[config.mk]
export PLATFORM = sky130hd
export DESIGN_NAME = instruction_fetch
export DESIGN_NICKNAME = d
export VERILOG_FILES = /design/src/rtl/instruction_fetch.sv
export SDC_FILE = /design/constraint.sdc
export NUM_CORES = 1
export LEC_CHECK = 0
export CORE_ASPECT_RATIO = 0.9
export CORE_MARGIN = 2
export CORE_UTILIZATION = 52
export CTS_CLUSTER_DIAMETER = 200
export DETAILED_ROUTE_END_ITERATION = 6
export PLACE_DENSITY = 0.8
export SKIP_CTS_REPAIR_TIMING = 1
export SYNTH_ARGS = -nofsm -noshare
export SYNTH_HDL_FRONTEND = slang
export SYNTH_SLANG_ARGS = --single-unit
[constraint.sdc]
create_clock -name clk -period 2.85 [get_ports clk]
set_clock_uncertainty 0.05 [all_clocks]
set_input_delay 0.57 -clock clk [delete_from_list [all_inputs] [get_ports clk]]
set_output_delay 0.57 -clock clk [all_outputs]
set_load 0.005 [all_outputs]
[src/rtl/instruction_fetch.sv]
// IF stage: holds the PC, fetches over a req/ack handshake and loads the IF/ID register.
// Define IF_PERF_CNT_EN to add the perf_fetched/perf_stall counter outputs.
module instruction_fetch #(
  parameter logic [31:0] RESET_PC  = 32'h0000_0000,
  parameter logic [31:0] NOP_INSTR = 32'h0000_0000
) (
  input  logic        clk,
  input  logic        rst_n,
  output logic        imem_req,
  output logic [31:0] imem_addr,
  input  logic        imem_ack,
  input  logic [31:0] imem_rdata,
  input  logic        stall,
  input  logic        branch_taken,
  input  logic [31:0] branch_target,
  output logic [31:0] if_id_instruc,
  output logic [31:0] if_id_pc_plus4,
  output logic        if_id_valid
`ifdef IF_PERF_CNT_EN
  ,
  output logic [31:0] perf_fetched,
  output logic [31:0] perf_stall
`endif
);

  typedef enum logic [1:0] {FETCH, HOLD, DRAIN} state_t;

  state_t      state_q, state_d;
  logic [31:0] pc_q, pc_d;
  logic [31:0] redir_q, redir_d;
  logic [31:0] hold_q, hold_d;
  logic [31:0] instr_q, instr_d;
  logic [31:0] pc4_q, pc4_d;
  logic        valid_q, valid_d;
  logic        load_en;

  logic [31:0] pc_plus4;
  logic [31:0] target;
  logic        unused_tgt_bits;

  assign pc_plus4        = pc_q + 32'd4;
  assign target          = {branch_target[31:2], 2'b00};
  assign unused_tgt_bits = &{1'b0, branch_target[1:0]};

  // In DRAIN the PC still holds the address of the outstanding request.
  assign imem_req       = rst_n && (state_q != HOLD);
  assign imem_addr      = pc_q;
  assign if_id_instruc  = instr_q;
  assign if_id_pc_plus4 = pc4_q;
  assign if_id_valid    = valid_q;

  always_comb begin
    state_d = state_q;
    pc_d    = pc_q;
    redir_d = redir_q;
    hold_d  = hold_q;
    instr_d = instr_q;
    pc4_d   = pc4_q;
    valid_d = valid_q;
    load_en = 1'b0;

    if (!stall) begin
      valid_d = 1'b0;
      instr_d = NOP_INSTR;
    end

    unique case (state_q)
      FETCH: begin
        if (branch_taken) begin
          if (imem_ack) begin
            pc_d = target;
          end else begin
            redir_d = target;
            state_d = DRAIN;
          end
        end else if (imem_ack) begin
          pc_d = pc_plus4;
          if (!stall) begin
            instr_d = imem_rdata;
            pc4_d   = pc_plus4;
            valid_d = 1'b1;
            load_en = 1'b1;
          end else begin
            hold_d  = imem_rdata;
            state_d = HOLD;
          end
        end
      end
      HOLD: begin
        if (branch_taken) begin
          pc_d    = target;
          state_d = FETCH;
        end else if (!stall) begin
          instr_d = hold_q;
          pc4_d   = pc_q;
          valid_d = 1'b1;
          load_en = 1'b1;
          state_d = FETCH;
        end
      end
      DRAIN: begin
        if (branch_taken) redir_d = target;
        if (imem_ack) begin
          pc_d    = branch_taken ? target : redir_q;
          state_d = FETCH;
        end
      end
      default: state_d = FETCH;
    endcase

    // A redirect flushes IF/ID and the hold buffer regardless of stall.
    if (branch_taken) begin
      valid_d = 1'b0;
      instr_d = NOP_INSTR;
      hold_d  = NOP_INSTR;
      load_en = 1'b0;
    end
  end

  always_ff @(posedge clk or negedge rst_n) begin
    if (!rst_n) begin
      state_q <= FETCH;
      pc_q    <= RESET_PC;
      redir_q <= RESET_PC;
      hold_q  <= NOP_INSTR;
      instr_q <= NOP_INSTR;
      pc4_q   <= 32'd0;
      valid_q <= 1'b0;
    end else begin
      state_q <= state_d;
      pc_q    <= pc_d;
      redir_q <= redir_d;
      hold_q  <= hold_d;
      instr_q <= instr_d;
      pc4_q   <= pc4_d;
      valid_q <= valid_d;
    end
  end

`ifdef IF_PERF_CNT_EN
  logic [31:0] perf_fetched_q, perf_fetched_d;
  logic [31:0] perf_stall_q, perf_stall_d;

  always_comb begin
    perf_fetched_d = perf_fetched_q + {31'd0, load_en};
    perf_stall_d   = perf_stall_q + {31'd0, stall};
  end

  always_ff @(posedge clk or negedge rst_n) begin
    if (!rst_n) begin
      perf_fetched_q <= 32'd0;
      perf_stall_q   <= 32'd0;
    end else begin
      perf_fetched_q <= perf_fetched_d;
      perf_stall_q   <= perf_stall_d;
    end
  end

  assign perf_fetched = perf_fetched_q;
  assign perf_stall   = perf_stall_q;
`else
  logic unused_load_en;
  assign unused_load_en = load_en;
`endif

endmodule

Word level (Yosys, flattened, before mapping)

Cells that the tools add are included.

Bits in registers: 163
Input port bits: 69
Word-level logic and storage cells: 76

Add/sub/neg operators: 1
Eq/ne operators: 16
Mux-type cells: 39
Reductions and logical operators: 13

Operators by type and width:

| cell                                          | count |
|---|---|
| 2-to-1 mux 32 bit                             | 22 |
| case mux 32 bit (2 select lines)              | 3 |
| case mux 32 bit (3 select lines)              | 1 |
| adder 32 x 3 -> 32 bit, second input constant | 1 |
| != test 2 bit, second input constant          | 9 |
| 2-to-1 mux 2 bit                              | 7 |
| != test 3 bit, second input constant          | 4 |
| nonzero test 2 bit                            | 5 |
| case mux 2 bit (3 select lines)               | 1 |
| AND reduction 3 bit                           | 2 |
| AND reduction 6 bit                           | 1 |
| AND reduction 5 bit                           | 1 |
| 2-to-1 mux 1 bit                              | 4 |
| AND reduction 4 bit                           | 1 |
| nonzero test 3 bit                            | 1 |
| == test 2 x 1 -> 1 bit, second input constant | 1 |
| == test 2 bit, second input constant          | 1 |
| zero test 2 bit                               | 1 |
| != test 2 x 1 -> 1 bit, second input constant | 1 |
| case mux 1 bit (2 select lines)               | 1 |
| logical AND 1 bit                             | 1 |

Logic depth before layout (Yosys ltp)

Depth in word-level cells: 5
Gate-level depth with buffers: 9
Mapped depth without buffers: 7

Least setup slack after synthesis

OpenSTA, ideal clock, no wires.

Path kind: reg2out
Start: register state_q[1]
End: output port imem_req
Data arrival time: 1.758 ns
Slack: 0.472 ns
Cell stages (with the launch flop): 7
Cells stage by stage: dfrtp_1 inv_1 ha_1 clkbuf_1 buf_1 clkbuf_1 nor2b_1

Longest elaborated chain between the ends: 2

RTL lines:

| element                  | RTL line | RTL |
|---|---|---|
| start: declaration       | 28       | `state_t state_q, state_d;` |
| start signal: assignment | 130      | `state_q <= state_d;` |
| != test 2 x 1 -> 1 bit   | 46       | `assign imem_req = rst_n && (state_q != HOLD);` |
| logical AND 1 bit        | 46       |  |
| end: declaration         | 9        | `output logic imem_req,` |

Every way passes these cells.

Final worst setup path

Ends and elaborated chain as after synthesis.

==> results.txt <==
EDFF count, synth = 0
DIE WIDTH = 138 um
commonest cells in the netlist = 163 x dfrtp_1, 93 x nor2_1, 89 x a21oi_1, 86 x nand2_1, 54 x clkbuf_1
count of different cell masters after synthesis = 61
final setup vio count = 0
Met3 Routed Length = 1.60 mm
CTS Buf Count = 17
Crit Path Class = flop to primary output
ranking of synthesized cells by area = dfrtp_1 48%, a21oi_1 5.3%, mux2_2 5.1%
Std-Cell Rows = 44
slowest cell on the critical path = clkdlybuf4s50_1
Fill cells = 1261
CTS tree = built
design area = 10900 um^2
Yosys warning count = 0
Crit path largest cell delay = 0.51 ns
Pre-Repair DR Iteration Count = 5
P&R area growth vs syn = 29.0%
Final Hold Viols = 0
Final ANT Viol Nets = 0
Die Area = 17200 um^2
Initial DRC Count = 651
number of global-route vias before repair = 7068
Tot Pwr = 10.8 mW
setup TNS = 0 ns
Setup crit end kind = primary output
cell breakdown of the critical path = inv_1 -> ha_2 -> buf_12 -> nor2b_1 -> clkdlybuf4s50_1
Slew @ Worst Pin = 0.987 ns
Avg Vias per Cell = 5.93
crit start category = flop
Buffers on Ports = 164
global route total overflow = 0
Syn Nets = 955
DP Area = 10300 um^2
DR WL met2 = 10.3 mm
num ports = 167
sequential area share after synthesis = 0.484
dpl ws = 0.284 ns
initial core utilization = 0.526
Post-Syn Instances = 881
ys async rst share = 1.00
most frequent cell after synthesis = dfrtp_1
RSZ-0062 raised after global routing = false
synthesized area = 8430 um^2
clk sinks = 163
Multi-input gate area = 3990 um^2
Primary FF master, synth = dfrtp_1
synthesized area per cell = 9.56 um^2
Avg WL per Cell = 18.4 um
hold crit path type = input pin to asynchronous set/reset pin
crit-path max FO = 49
outcome = finished, final reports clean
first-pass GRT wire length = 37.2 mm
fin nets = 1087
register bit total from synthesis = 163
Final Wtd Congestion = 0.864
largest net degree at the start of global routing = 164
maximum VDD drop = 0.617 mV
Total Wirelength = 22.6 mm
Seq. cell area = 4080 um^2
Total Routing Usage GR = 0.267
arrival time worst endpoint = 1.99 ns
Max Cap Viol = 0
core area = 16000 um^2
CP required = 2.23 ns
Synth area leader = dfrtp_1
Fin Hold WS = 0.158 ns
antenna violations before repair = 0
Vias = 7311
met1 WL = 10.2 mm
Final min period = 2.61 ns
share of the synthesized area in the top cell type = 0.484
clock buffer depth = 2
worst setup margin = 0.241 ns
n_diodes = 0
max layer used = met4
slew margin rel. = 0.342
period utilisation layout = 0.916
Die H = 125 um
Final Max Slew Viols = 0
Power per Cell Area = 993 nW/um^2
Worst-Skew Late Latency = 0.43 ns
Worst-path clk slew = 0.06 ns
H-tree depth = 4
top achievable clock speed = 0.383 GHz
post-detail-place hpwl = 15.1 mm
Root Buffer = clkbuf_16
Pleak = 4.46 nW
ratio of cells with drive above 1 in the final layout = 0.132
Post-route DRC = 0
[final timing paths]
kind	start	endpoint	slack [ns]	depth (start not counted)
worst max-delay path	state_q[1]	imem_req	0.24	5
worst min-delay path	rst_n	redir_q[25]	0.16	2
worst max register to register	state_q[0]	imem_addr[8]	0.28	6
worst min register to register	if_id_pc_plus4[5]	if_id_pc_plus4[5]	0.43	2
max in group asynchronous	rst_n	if_id_pc_plus4[24]	1.79	2
min in group clk	if_id_pc_plus4[5]	if_id_pc_plus4[5]	0.43	2
[worst max-delay path, delay by kind of cell (launching register included)]
family	cells	cell delay [ns]
buf+inv	3	0.80
flops	1	0.40
fa+ha+maj	1	0.20
simple gates	1	0.15
[cells in the final DEF, fill, tap and decap left out, drive strengths merged, types with 5 or more instances in the layout]
cell type and instances:
dfrtp 163, clkdlybuf4s50 161, nor2 94, a21oi 90
nand2 86, o21ai 69, a22o 40, a22oi 39
mux2 38, buf 32, xnor2 27, clkbuf 17
nor3 15, inv 14, nor4 14, nand3 13
nor2b 8, nand4 7, clkinv 7, xor2 6
a31oi 6, mux2i 5, and4 5, a21o 5
ha 5
[per-stage QoR]
stage	utilization	cells
detailed placement	0.641	1201
finish	0.679	1233
global route	0.679	1233
CTS	0.679	1233
global placement	0.641	1201
floorplan	-	881
[power by group]
part           switching, mW  total (mW)  internal, mW
combinational           2.37        4.65          2.29
sequential             0.722        3.76          3.04
clock                  0.992        2.38          1.39
[kinds of logic (layout without fill, tap and decap cells)]
family | count (synthesis) | count (layout) | share of synthesized area
AND/OR/NAND/NOR | 257 | 257 | 0.149
buffers and inverters | 90 | 235 | 0.0453
flip-flops | 163 | 163 | 0.484
adder cells (fa/ha/maj) | 5 | 5 | 0.00743
AO/OA/AOI/OAI | 290 | 290 | 0.223
XOR/XNOR | 33 | 33 | 0.0343
multiplexers | 43 | 43 | 0.0567
[state kept, by name, indices dropped and copies added (netlist names)]
name            flops
hold_q             32
if_id_instruc      32
if_id_pc_plus4     32
imem_addr          32
redir_q            32
state_q             2
if_id_valid         1
[area by class of cell]
cell class                      count  share of cell area
Timing Repair Buffer              193               0.175
Clock inverter                     15              0.0165
Inverter                           10             0.00345
Tap cell                          207              0.0238
Multi-Input combinational cell    628               0.367
Clock buffer                       17              0.0391
Sequential cell                   163               0.375
[per-layer routing]
metal,up-vias,global-route usage
li1,3447,-
met1,3518,0.380
met2,296,0.402
met3,50,0.0623
met4,0,0.0948
met5,-,0
Note: power is estimated with default switching activity, not from simulation.
